File: src/rtl/bus_glue_pkg.sv
// Shared definitions for the 68030 bus glue.
// Contents:
//   ERR_COUNT_W - width of the saturating fault counter
//   busState_t  - bus watchdog state encoding
//   busTerm()   - decodes any cycle termination from the active-low strobes
package bus_glue_pkg;

  localparam int unsigned ERR_COUNT_W = 8;

  typedef enum logic [1:0] {
    IDLE  = 2'd0,
    COUNT = 2'd1,
    FAULT = 2'd2,
    DONE  = 2'd3
  } busState_t;

  // Any of DSACK0/1, STERM or AVEC ends the bus cycle normally
  function automatic logic busTerm(input logic [1:0] nDsack,
                                   input logic       nSterm,
                                   input logic       nAvec);
    return !nDsack[1] || !nDsack[0] || !nSterm || !nAvec;
  endfunction

endpackage

File: src/rtl/bus_timeout_cfg.sv
// Per-address-space watchdog configuration table.
// Ports:
//   sysClk, nReset  - clock, async active-low reset (all entries -> DEFAULT_TIMEOUT, retry 0)
//   cfgWe/cfgSel    - one-clock write strobe and target space
//   cfgTimeout      - timeout in clocks, 0 disables the watchdog for that space
//   cfgRetry        - first timeout requests a retry (BERR+HALT)
//   rdSel           - space to read
//   rdTimeout_c     - combinational timeout of rdSel
//   rdRetry_c       - combinational retry bit of rdSel
module bus_timeout_cfg #(
  parameter int unsigned CNT_W           = 8,
  parameter int unsigned NUM_SPACES      = 4,
  parameter int unsigned DEFAULT_TIMEOUT = 64
) (
  input  logic                          sysClk,
  input  logic                          nReset,
  input  logic                          cfgWe,
  input  logic [$clog2(NUM_SPACES)-1:0] cfgSel,
  input  logic [CNT_W-1:0]              cfgTimeout,
  input  logic                          cfgRetry,
  input  logic [$clog2(NUM_SPACES)-1:0] rdSel,
  output logic [CNT_W-1:0]              rdTimeout_c,
  output logic                          rdRetry_c
);

  logic [CNT_W-1:0]      timeoutTab [NUM_SPACES];
  logic [NUM_SPACES-1:0] retryTab;

  // Table storage with single write port
  always_ff @(posedge sysClk or negedge nReset) begin
    if (!nReset) begin
      for (int i = 0; i < NUM_SPACES; i++) begin
        timeoutTab[i] <= CNT_W'(DEFAULT_TIMEOUT);
      end
      retryTab <= '0;
    end else if (cfgWe) begin
      timeoutTab[cfgSel] <= cfgTimeout;
      retryTab[cfgSel]   <= cfgRetry;
    end
  end

  // Asynchronous read so IDLE can latch the space's settings on the nAS edge
  assign rdTimeout_c = timeoutTab[rdSel];
  assign rdRetry_c   = retryTab[rdSel];

endmodule

File: src/rtl/bus_timeout_ctl.sv
// Bus-cycle watchdog: counts clocks from address strobe and terminates an
// unacknowledged cycle with BERR (optionally BERR+HALT once for a retry).
// Ports:
//   sysClk, nReset      - clock, async active-low reset
//   nAS                 - CPU address strobe (active-low)
//   nDsack/nSterm/nAvec - normal cycle terminations (active-low)
//   spaceSel            - decoded address space, valid while nAS low
//   cfgWe/cfgSel/cfgTimeout/cfgRetry - configuration table write port
//   statClr             - clears sticky fault status
//   nBerr, nHalt        - registered bus error / halt (active-low)
//   errValid/errSpace/errCount - sticky fault status
module bus_timeout_ctl
  import bus_glue_pkg::*;
#(
  parameter int unsigned CNT_W           = 8,
  parameter int unsigned NUM_SPACES      = 4,
  parameter int unsigned DEFAULT_TIMEOUT = 64
) (
  input  logic                          sysClk,
  input  logic                          nReset,
  input  logic                          nAS,
  input  logic [1:0]                    nDsack,
  input  logic                          nSterm,
  input  logic                          nAvec,
  input  logic [$clog2(NUM_SPACES)-1:0] spaceSel,
  input  logic                          cfgWe,
  input  logic [$clog2(NUM_SPACES)-1:0] cfgSel,
  input  logic [CNT_W-1:0]              cfgTimeout,
  input  logic                          cfgRetry,
  input  logic                          statClr,
  output logic                          nBerr,
  output logic                          nHalt,
  output logic                          errValid,
  output logic [$clog2(NUM_SPACES)-1:0] errSpace,
  output logic [ERR_COUNT_W-1:0]        errCount
);

  localparam int unsigned SEL_W = $clog2(NUM_SPACES);

  busState_t        state, stateNxt;
  logic [CNT_W-1:0] count, countNxt;
  logic [SEL_W-1:0] curSpace, spaceNxt;
  logic             curRetry, retryNxt;
  logic             retryPend, pendNxt;
  logic             nBerrNxt, nHaltNxt;
  logic             faultEntry;
  logic             faultRetry;
  logic             term;
  logic [CNT_W-1:0] tabTimeout;
  logic             tabRetry;

  bus_timeout_cfg #(
    .CNT_W          (CNT_W),
    .NUM_SPACES     (NUM_SPACES),
    .DEFAULT_TIMEOUT(DEFAULT_TIMEOUT)
  ) uCfg (
    .sysClk     (sysClk),
    .nReset     (nReset),
    .cfgWe      (cfgWe),
    .cfgSel     (cfgSel),
    .cfgTimeout (cfgTimeout),
    .cfgRetry   (cfgRetry),
    .rdSel      (spaceSel),
    .rdTimeout_c(tabTimeout),
    .rdRetry_c  (tabRetry)
  );

  assign term = busTerm(nDsack, nSterm, nAvec);

  // State, cycle context and bus outputs
  always_ff @(posedge sysClk or negedge nReset) begin
    if (!nReset) begin
      state     <= IDLE;
      count     <= '0;
      curSpace  <= '0;
      curRetry  <= 1'b0;
      retryPend <= 1'b0;
      nBerr     <= 1'b1;
      nHalt     <= 1'b1;
    end else begin
      state     <= stateNxt;
      count     <= countNxt;
      curSpace  <= spaceNxt;
      curRetry  <= retryNxt;
      retryPend <= pendNxt;
      nBerr     <= nBerrNxt;
      nHalt     <= nHaltNxt;
    end
  end

  // Next-state and output decode.
  // count holds the edges still allowed before BERR, so the fault is taken
  // when it reads 1; this places BERR on the T-th edge sampling nAS low,
  // counting the IDLE edge as the first. T=1 therefore faults straight
  // from IDLE.
  always_comb begin
    stateNxt   = state;
    countNxt   = count;
    spaceNxt   = curSpace;
    retryNxt   = curRetry;
    pendNxt    = retryPend;
    nBerrNxt   = 1'b1;
    nHaltNxt   = 1'b1;
    faultEntry = 1'b0;
    faultRetry = 1'b0;

    case (state)
      IDLE: begin
        if (!nAS) begin
          spaceNxt = spaceSel;
          retryNxt = tabRetry;
          countNxt = tabTimeout - CNT_W'(1);
          if (tabTimeout == '0) begin
            stateNxt = DONE;
          end else if (tabTimeout == CNT_W'(1)) begin
            stateNxt = term ? DONE : FAULT;
          end else begin
            stateNxt = COUNT;
          end
        end
      end
      COUNT: begin
        if (nAS) begin
          stateNxt = IDLE;
        end else if (term) begin
          stateNxt = DONE;
        end else if (count == CNT_W'(1)) begin
          stateNxt = FAULT;
        end else begin
          countNxt = count - CNT_W'(1);
        end
      end
      FAULT: begin
        if (nAS) begin
          stateNxt = IDLE;
        end else begin
          nBerrNxt = nBerr;
          nHaltNxt = nHalt;
        end
      end
      DONE: begin
        pendNxt = 1'b0;
        if (nAS) begin
          stateNxt = IDLE;
        end
      end
      default: stateNxt = IDLE;
    endcase

    // Entry into FAULT: first timeout of a retry space asks for a retry
    if (stateNxt == FAULT && state != FAULT) begin
      faultEntry = 1'b1;
      faultRetry = retryNxt && !retryPend;
      pendNxt    = faultRetry;
      nBerrNxt   = 1'b0;
      nHaltNxt   = !faultRetry;
    end
  end

  // Sticky fault status; a fault entry overrides a coincident clear
  always_ff @(posedge sysClk or negedge nReset) begin
    if (!nReset) begin
      errValid <= 1'b0;
      errSpace <= '0;
      errCount <= '0;
    end else if (faultEntry) begin
      errValid <= 1'b1;
      if (statClr || !errValid) begin
        errSpace <= spaceNxt;
      end
      if (statClr) begin
        errCount <= ERR_COUNT_W'(1);
      end else if (errCount != '1) begin
        errCount <= errCount + ERR_COUNT_W'(1);
      end
    end else if (statClr) begin
      errValid <= 1'b0;
      errSpace <= '0;
      errCount <= '0;
    end
  end

endmodule

File: config.mk
export PLATFORM = sky130hd
export DESIGN_NAME = bus_timeout_ctl
export DESIGN_NICKNAME = d
export VERILOG_FILES = /design/src/rtl/bus_glue_pkg.sv /design/src/rtl/bus_timeout_cfg.sv /design/src/rtl/bus_timeout_ctl.sv
export SDC_FILE = /design/constraint.sdc
export NUM_CORES = 1
export LEC_CHECK = 0
export CORE_MARGIN = 2
export CORE_UTILIZATION = 45
export CTS_BUF_LIST = sky130_fd_sc_hd__clkbuf_8
export DETAILED_ROUTE_END_ITERATION = 6
export DONT_BUFFER_PORTS = 1
export GPL_ROUTABILITY_DRIVEN = 0
export PLACE_DENSITY = 0.58
export SLEW_MARGIN = 20
export SYNTH_ARGS = -nofsm -noshare
export SYNTH_HDL_FRONTEND = slang
export SYNTH_SLANG_ARGS = --single-unit
File: constraint.sdc
create_clock -name sysClk -period 5.7 [get_ports sysClk]
set_clock_uncertainty 0.15 [all_clocks]
set_input_delay 1.14 -clock sysClk [delete_from_list [all_inputs] [get_ports sysClk]]
set_output_delay 1.14 -clock sysClk [all_outputs]
set_load 0.01 [all_outputs]
# Word-level counts from Yosys, hierarchy flattened
# Index checks and enable logic that the tools add are counted.
# word_totals
reg_bits	63
input_bits	22
output_inout_bits	13
wordCells	110
# op_classes
addsub	3
magnitude_cmp	6
eq_ne	14
mux	45
bitwise	2
reduce_logical	25
# ops
cell	count
$mux W8	11
$bwmux W32	1
$mux W2	12
$bmux W8 S2	1
$demux W8 S2	1
$eq A8 B1 Y1 const B	2
$pmux W8 S2	1
$sub A8 B1 Y8 const B	2
$mux W1	14
$ne A2 B2 Y1 const B	5
$add A8 B1 Y8 const B	1
$logic_not A8 Y1	1
$ne A8 B8 Y1 const B	1
$reduce_bool A2 Y1	4
$logic_not A1 Y1	7
$eq A2 B2 Y1 const B	3
$ge A3 B3 Y1 const B	2
$lt A2 B3 Y1 const B	2
$not A2 Y3	2
$pmux W2 S3	1
$reduce_and A5 Y1	1
$bwmux W4	1
$logic_and A1 B1 Y1	4
$logic_or A1 B1 Y1	4
other kinds (10)	11

# Logic depth before layout (Yosys ltp)
# Gate-level depths: netlist of run 1.
# logic_depth
word_depth	14
mapped_depth	10
mapped_depth_nobuf	8

# Hierarchy
# A second synthesis of run 1 with hierarchy kept.
# hier_totals
cells_unflattened	263
area_unflattened_um2	3206.8
# modules_own_cells
module	n_inst	cells_each	area_each_um2	seq_area_each_um2
bus_timeout_ctl	1	175	1631.6	678.2
bus_timeout_cfg	1	88	1575.3	905.9

# Least setup slack after synthesis of run 1
# Ideal clock, no wire load.
# synth_timing
kind	input to register
start	in spaceSel[0]
end	reg errCount[3]
setup_ns	0.127
t_arrival_ns	3.219
path_slack_ns	2.204
path_stages	9
path_cell_list	buf_6 > mux4_1 > inv_1 > ha_1 > o21ai_0 > or2_2 > a32oi_4 > nand3_1 > mux2_1
# synth_between
elab_chain_len	14
word_cells_on_any_way	16
classes_between	eq/ne: 2; mux: 9; bitwise: 1; reduce/logical: 4
# synth_rtl
item	line	text
start: declaration	bus_timeout_ctl.sv:25	input logic [$clog2(NUM_SPACES)-1:0] spaceSel,
$not A2 Y3 (not written as such) *	bus_timeout_cfg.sv:43	assign rdTimeout_c = timeoutTab[rdSel];
$bmux W8 S2 *	bus_timeout_cfg.sv:43	
$mux W8 (not written as such) * (2 in series)	bus_timeout_cfg.sv:43	
$eq A8 B1 Y1	bus_timeout_ctl.sv:115	end else if (tabTimeout == CNT_W'(1)) begin
$mux W2	bus_timeout_ctl.sv:115	
$mux W2 *	bus_timeout_ctl.sv:113	if (tabTimeout == '0) begin
$mux W2 *	bus_timeout_ctl.sv:109	if (!nAS) begin
$pmux W2 S3 *	bus_timeout_ctl.sv:107	case (state)
$eq A2 B2 Y1 *	bus_timeout_ctl.sv:151	if (stateNxt == FAULT && state != FAULT) begin
$logic_and A1 B1 Y1 *	bus_timeout_ctl.sv:151	
$mux W1 *	bus_timeout_ctl.sv:151	
$reduce_bool A2 Y1 (no source line)	n/a	
$reduce_and A2 Y1 (no source line)	n/a	
end signal: assignment	bus_timeout_ctl.sv:174	errCount <= errCount + ERR_COUNT_W'(1);
end: declaration	bus_timeout_ctl.sv:35	output logic [ERR_COUNT_W-1:0] errCount
# Every way passes the cells marked *; elsewhere a longest branch is shown, timed or not. The select of a mux whose other input is x is not followed.
# A chain may end at the register's enable or synchronous reset.

# Worst setup path after layout of run 1
# layout_timing
start	in spaceSel[0]
end	reg errCount[5]
# The elaborated chain is that of the path after synthesis.

==> results of run 1 <==
## cells by family after synthesis
kind of cell / Yosys count
adder cells (fa/ha/maj): 6
multiplexers: 50
AO/OA/AOI/OAI: 44
buffers and inverters: 17
XOR/XNOR: 5
flip-flops: 63
AND/OR/NAND/NOR: 85
## registers in the layout (all words and copies together) (netlist names)
register and flops:
nHalt 1, uCfg.retryTab 4, state 2, retryPend 1
errCount 8, curSpace 2, errValid 1, curRetry 1
nBerr 1, count 8, errSpace 2, uCfg.timeoutTab 32
## final timing paths
kind / depth (start not counted) / slack, ns / endpoint
worst min-delay path: 0 / 0.34 / count[4]
min in group sysClk: 2 / 0.34 / curRetry
max in group asynchronous: 0 / 4.84 / nHalt
worst min register to register: 2 / 0.34 / curRetry
worst max-delay path: 8 / 2.37 / errCount[5]
worst max register to register: 8 / 2.74 / errCount[5]
## metrics by stage
stage          setup WS (ns)  util, %
2_1_floorplan           2.20        -
3_3_place_gp            2.07     47.0
3_5_place_dp            2.00     47.0
4_1_cts                 2.37     49.9
5_1_grt                 2.15     49.9
6_report                2.37     49.9
## layer usage
metal  vias to the layer above  share of wire, %
li1                       1018                 -
met3                         4               5.3
met1                      1057                49
met4                         0              0.72
met5                         -                 0
met2                        42                45
## worst max-delay path, delay by kind of cell
kind,cells,cell delay (ns)
multiplexers,2,0.84
buffers and inverters,1,0.12
adder cells (fa/ha/maj),1,0.16
AO/OA/AOI/OAI,1,0.49
AND/OR/NAND/NOR,3,0.63
## cells in the mapped netlist (3+ instances only)
library cell / count / area (sq um)
o22a_1: 3 / 26.3
nand2_1: 11 / 41.3
a32oi_1: 3 / 26.3
clkbuf_1: 7 / 26.3
a21oi_1: 9 / 45.0
xor2_1: 5 / 43.8
mux2_2: 38 / 428
dfrtp_1: 57 / 1430
o21ai_0: 9 / 45.0
nand3_1: 5 / 25.0
nor3_2: 4 / 40.0
mux4_2: 7 / 158
dfstp_2: 6 / 158
ha_1: 6 / 75.1
nor3_1: 4 / 20.0
inv_1: 8 / 30.0
nor2_1: 21 / 78.8
nand4_1: 3 / 18.8
nor2b_1: 5 / 31.3
a21boi_0: 3 / 22.5
and3_1: 6 / 37.5
nand2b_1: 5 / 31.3
nand3b_1: 5 / 37.5
## final cells by class
class	instances	share of cell area (%)
Multi-Input combinational cell	190	45.5
Clock inverter	5	1.57
Tap cell	99	3.46
Timing Repair Buffer	1	0.210
Inverter	8	0.839
Clock buffer	11	4.23
Sequential cell	63	44.2
## power by group
part,switching [mW],total (mW),leakage (nW),internal [mW]
Combinational,0.129,0.266,0.615,0.137
Clock,0.177,0.402,0.105,0.225
Sequential,0.0632,0.604,0.763,0.541
Total,0.369,1.27,1.48,0.902
==> reports/qor.json, run 1 <==
{
  "grt": {
    "global_route_wire_length_before_repair_mm": 10.4,
    "met3_demand_to_capacity_share_in_global_routing_pct": 5.91,
    "globalRoute.totalOverflow": 0,
    "globalRoute.busiestLayer": "met1",
    "groute.layer.met1.usage_pct": 25.5,
    "gr-usage-met2_pct": 25.0,
    "grt_start_max_net_pins": 64,
    "antenna_violations_before_repair": 0,
    "globalRouteTotalUtil_pct": 17.4,
    "grt_pass1_vias": 2030
  },
  "layout": {
    "fillerInstances": 649,
    "multi_input_combinational_cell_area_sq_um": 1630,
    "ff_latch_area_sq_um": 1580,
    "area_growth_syn_to_layout_pct": 8.82,
    "final_common_cell": "dfrtp_1",
    "postLayoutCellArea_sq_um": 3580,
    "share_of_post_route_cells_with_drive_strength_above_1_pct": 28.8,
    "nets": 301,
    "layout.cells.most_common_list": "57 x dfrtp_1, 38 x mux2_2, 21 x nor2_1",
    "fin_cells": 377,
    "insertedDiodeCount": 0
  },
  "clock_network": {
    "cts_hold_repair.buffers": 0,
    "path_clk_slew_ns": 0.07,
    "cts_inserted_buffers": 9,
    "clock-root-buffer": "clkbuf_8",
    "cts_resized": 0,
    "tritoncts": "built",
    "clock_latency_reported_for_the_late_side_of_the_worst_skew_pair_ns": 0.34,
    "clkSinkCount": 63,
    "clock_tree.buffer_depth": 2,
    "post_cts_buffers": 0,
    "cts_max_level": 3
  },
  "yosys": {
    "adder_and_majority_cell_fraction_of_the_synthesized_area_pct": 2.28,
    "synthDistinctLibCells": 51,
    "postSynthRegisterBits": 63,
    "ys_warn_count": 0,
    "ys_async_sr_fraction_pct": 100,
    "synth_simple_gate_area_share_pct": 15.6,
    "synth_compound_gate_area_share_pct": 9.89,
    "synth_top_family_by_area": "multiplexers",
    "ys_seq_area_share_pct": 48.1,
    "synth.area.mux_share_pct": 20.4,
    "count_of_flip_flops_with_a_built_in_enable_after_synthesis": 0,
    "synth_fp_nets": 298,
    "synthFlopType": "dfrtp_1",
    "synth.cell_area_sq_um": 3290,
    "synth_area_per_cell_sq_um": 12.2,
    "synthesized_area_fraction_occupied_by_xor_and_xnor_cells_pct": 1.33,
    "synthesis.instances": 270
  },
  "detailed_routing": {
    "drt_pre_antenna_iters": 4,
    "detail_route.iter0.violations": 84,
    "wl_per_cell_microns": 17.3,
    "routed_wl_mm": 6.51,
    "final_antenna_net_count": 0,
    "vias_post_dr": 2121,
    "ratio_of_routed_vias_to_standard_cells": 5.63,
    "post-route-drc-count": 0
  },
  "die": {
    "design.die.area_sq_um": 8010,
    "std_cell_rows": 31,
    "start_util_pct": 45.9,
    "placeableCoreArea_sq_um": 7180,
    "io_pins": 35,
    "die_x_microns": 89.5,
    "die_h_microns": 89.5
  },
  "critical_path": {
    "setup.worst_path.start": "spaceSel[0]",
    "critical_path_required_ns": 5.77,
    "worstPathMaxFanout": 19,
    "critPathSlowestCell": "mux4_2",
    "cp.arrival_ns": 3.40,
    "cp-start-kind": "primary input",
    "rr_startpoint": "count[1]",
    "crit_chain": "mux4_2 -> inv_1 -> ha_1 -> nor4b_1 -> nand4_1 -> a32oi_4 -> nand3_1 -> mux2_1",
    "crit_type": "in -> reg",
    "worst_path_largest_cell_delay_ns": 0.50,
    "timing.critical_path.to_type": "flip-flop"
  },
  "timing": {
    "max_clock_freq_mhz": 301,
    "final.period_utilization_pct": 58.4,
    "max-slew-margin-rel_pct": 52.3,
    "setup-violations-final": 0,
    "timing_max_transition_violations_final": 0,
    "setup_total_negative_slack_ns": 0,
    "layout_min_cycle_time_ns": 3.33,
    "unrepaired_setup_endpoints_after_global_routing": "false",
    "fin_worst_hold_slack_ns": 0.335,
    "final_hold_violation_count": 0,
    "worstMarginPinSlew_ns": 0.711
  },
  "min_path": {
    "worstHoldPathType": "in -> async"
  },
  "run_status": {
    "run_status": "complete, no violations"
  },
  "place": {
    "placed_cell_area_sq_um": 3370,
    "hpwl_mm": 4.53,
    "post-place-cells": 361,
    "io_buffers": 0
  },
  "power": {
    "peakVddDrop_v": 0.000160,
    "design_power_total_mw": 1.27,
    "static-leakage-power_nw": 1.48,
    "power_density_nw_per_um2": 355
  },
  "job": {
    "max_cap_viol_count": 0
  }
}
No activity file was read; power rests on OpenSTA's default activity.
==> run 2: changes to the inputs <==
==> constraint.sdc (replaced) <==
create_clock -name sysClk -period 3.2 [get_ports sysClk]
set_clock_uncertainty 0.15 [all_clocks]
set_input_delay 0.64 -clock sysClk [delete_from_list [all_inputs] [get_ports sysClk]]
set_output_delay 0.64 -clock sysClk [all_outputs]
set_load 0.01 [all_outputs]
==> run 2 against run 1 <==
Against the previous run:
- critical path type is now reg -> reg
- routed wire length increased by 1.8%
- utilization grew 1.6 points
- cell area up 3.1%
- clock power rose by 120%
- global-route usage is 0.77 points higher
- highest routed layer unchanged
- first-iteration DRC count fell by 15%
- clock-buffer cell count decreased by 1
- worst setup slack worse by 2.0 ns
- critical endpoint is now errCount[7]
- critical path depth rose by 1
- sequential share of layout area decreased by 1.3 points
==> reports/qor.json, run 2 (synthesis results as in run 1) <==
{
  "power": {
    "design_power_total_mw": 2.46,
    "combinationalPowerShare_pct": 20.5,
    "sw_frac_of_total_pct": 28.4,
    "peakVddDrop_v": 0.000298,
    "total_switching_power_uw": 698,
    "clkPwrFrac_pct": 35.8,
    "static-leakage-power_nw": 1.54,
    "share_seq_of_total_power_pct": 43.7,
    "power_report.internal_total_mw": 1.76,
    "power_density_nw_per_um2": 666
  },
  "grt": {
    "met3_demand_to_capacity_share_in_global_routing_pct": 4.99,
    "globalRouteTotalUtil_pct": 18.1,
    "globalRoute.busiestLayer": "met1",
    "globalRoute.totalOverflow": 0,
    "grt_pass1_vias": 2131,
    "global_route_wire_length_before_repair_mm": 10.7,
    "groute.layer.met1.usage_pct": 26.1,
    "gr-usage-met2_pct": 25.7,
    "antenna_violations_before_repair": 0,
    "grt_start_max_net_pins": 64
  },
  "detailed_routing": {
    "routed_wl_mm": 6.62,
    "vias_post_dr": 2135,
    "ratio_of_routed_vias_to_standard_cells": 5.57,
    "post-route-drc-count": 0,
    "final_antenna_net_count": 0,
    "drt_pre_antenna_iters": 6,
    "wl_per_cell_microns": 17.3,
    "detail_route.iter0.violations": 71
  },
  "layout": {
    "registers_with_the_most_flip_flops": "uCfg.timeoutTab: 32 flops, count: 8 flops, errCount: 8 flops",
    "max_flop_register": "uCfg.timeoutTab",
    "nets": 307,
    "layout.cells.most_common_list": "57 x dfrtp_1, 38 x mux2_2, 21 x nor2_1",
    "fillerInstances": 651,
    "insertedDiodeCount": 0,
    "largest_register_ff_count": 32,
    "fin_cells": 383,
    "finish.utilization_pct": 51.5,
    "share_of_post_route_cells_with_drive_strength_above_1_pct": 30.3,
    "postLayoutCellArea_sq_um": 3690,
    "area_growth_syn_to_layout_pct": 12.2,
    "final_common_cell": "dfrtp_1"
  },
  "timing": {
    "max_clock_freq_mhz": 354,
    "setup-violations-final": 0,
    "worstMarginPinSlew_ns": 0.561,
    "setup_ws_ns": 0.375,
    "final.period_utilization_pct": 88.3,
    "setup_total_negative_slack_ns": 0,
    "final_hold_violation_count": 0,
    "unrepaired_setup_endpoints_after_global_routing": "false",
    "timing_max_transition_violations_final": 0,
    "layout_min_cycle_time_ns": 2.82,
    "fin_worst_hold_slack_ns": 0.00198,
    "max-slew-margin-rel_pct": 62.5
  },
  "critical_path": {
    "worstSetupPathDepth": 9,
    "cp-start-kind": "flip-flop",
    "worst_path_dominant_cell_family": "simple AND/OR/NAND/NOR gates",
    "cp.arrival_ns": 2.91,
    "timing.critical_path.buf_inv": 2,
    "timing.critical_path.to_type": "flip-flop",
    "critical_path_required_ns": 3.29,
    "worst_r2r_path_depth": 9,
    "worstPathMaxFanout": 12,
    "critPathSlowestCell": "or3b_2",
    "crit_chain": "inv_1 -> ha_1 -> or3b_2 -> o41ai_1 -> nand4_1 -> a32oi_4 -> buf_4 -> and4b_1 -> nor3_2",
    "worst_path_largest_cell_delay_ns": 0.52,
    "crit_type": "reg -> reg"
  },
  "clock_network": {
    "clock_tree.buffer_depth": 2,
    "cts_resized": 0,
    "cts_inserted_buffers": 9,
    "cts_max_level": 3,
    "clock-root-buffer": "clkbuf_8",
    "clkSinkCount": 63,
    "clock_latency_reported_for_the_late_side_of_the_worst_skew_pair_ns": 0.34,
    "path_clk_slew_ns": 0.08,
    "tritoncts": "built"
  },
  "die": {
    "die_h_microns": 89.5,
    "die_x_microns": 89.5,
    "io_pins": 35,
    "placeableCoreArea_sq_um": 7180,
    "start_util_pct": 45.9,
    "design.die.area_sq_um": 8010,
    "std_cell_rows": 31
  },
  "place": {
    "io_buffers": 0,
    "hpwl_mm": 4.42,
    "placed_cell_area_sq_um": 3410,
    "post-place-cells": 366,
    "pre_cts_worst_setup_slack_ns": 0.166
  },
  "run_status": {
    "run_status": "complete, no violations"
  },
  "job": {
    "max_cap_viol_count": 0
  },
  "min_path": {
    "worstHoldPathType": "in -> async"
  }
}
run 2: worst reg2reg max path: stages, from the launching register on:
cell and delay, ns:
dfrtp_1 0.40, inv_1 0.08, ha_1 0.13, or3b_2 0.52, o41ai_1 0.36, nand4_1 0.21
a32oi_4 0.39, buf_4 0.23, and4b_1 0.22, nor3_2 0.04
run 2: routing by layer:
layer	up-vias	share of wire [%]
met2	38	45
met1	1065	50
met3	6	4.0
met4	0	1.1
li1	1026	-
met5	-	0
run 2: what timing repair did:
action / CTS / global route
hold buffers: 1 / 0
endpoints found under the setup margin: 0 / 0
endpoints found under the hold margin: 63 / 0
buffers inserted: 0 / 0
run 2: power groups by stage:
stage | registers (mW) | clock network (mW) | logic, mW
5_1_grt | 1.09 | 0.942 | 0.565
3_5_place_dp | 1.09 | 0 | 0.487
3_3_place_gp | 1.08 | 0 | 0.477
4_1_cts | 1.07 | 0.900 | 0.510
2_1_floorplan | 1.05 | 0 | 0.409
6_report | 1.07 | 0.882 | 0.504
run 2: final timing paths:
| check | startpoint | endpoint | slack, ns |
|---|---|---|---|
| max | count[1] | errCount[7] | 0.38 |
| min in group sysClk | statClr | errCount[7] | 0.19 |
| min | nReset | count[7] | 0.002 |
| max in group asynchronous | nReset | nHalt | 2.56 |
| max reg2reg | count[1] | errCount[7] | 0.38 |
| min reg2reg | curRetry | curRetry | 0.33 |
run 2: cell type report:
class                      instances  area [sq um]  area share [%]
clock buffer                      10           138            3.73
clock inverter                     6           116            3.15
inverter                           8          30.0           0.813
multi-input combinational        190          1630            44.1
sequential                        63          1580            42.9
tap                               99           124            3.35
timing repair buffer               7          72.6            1.97
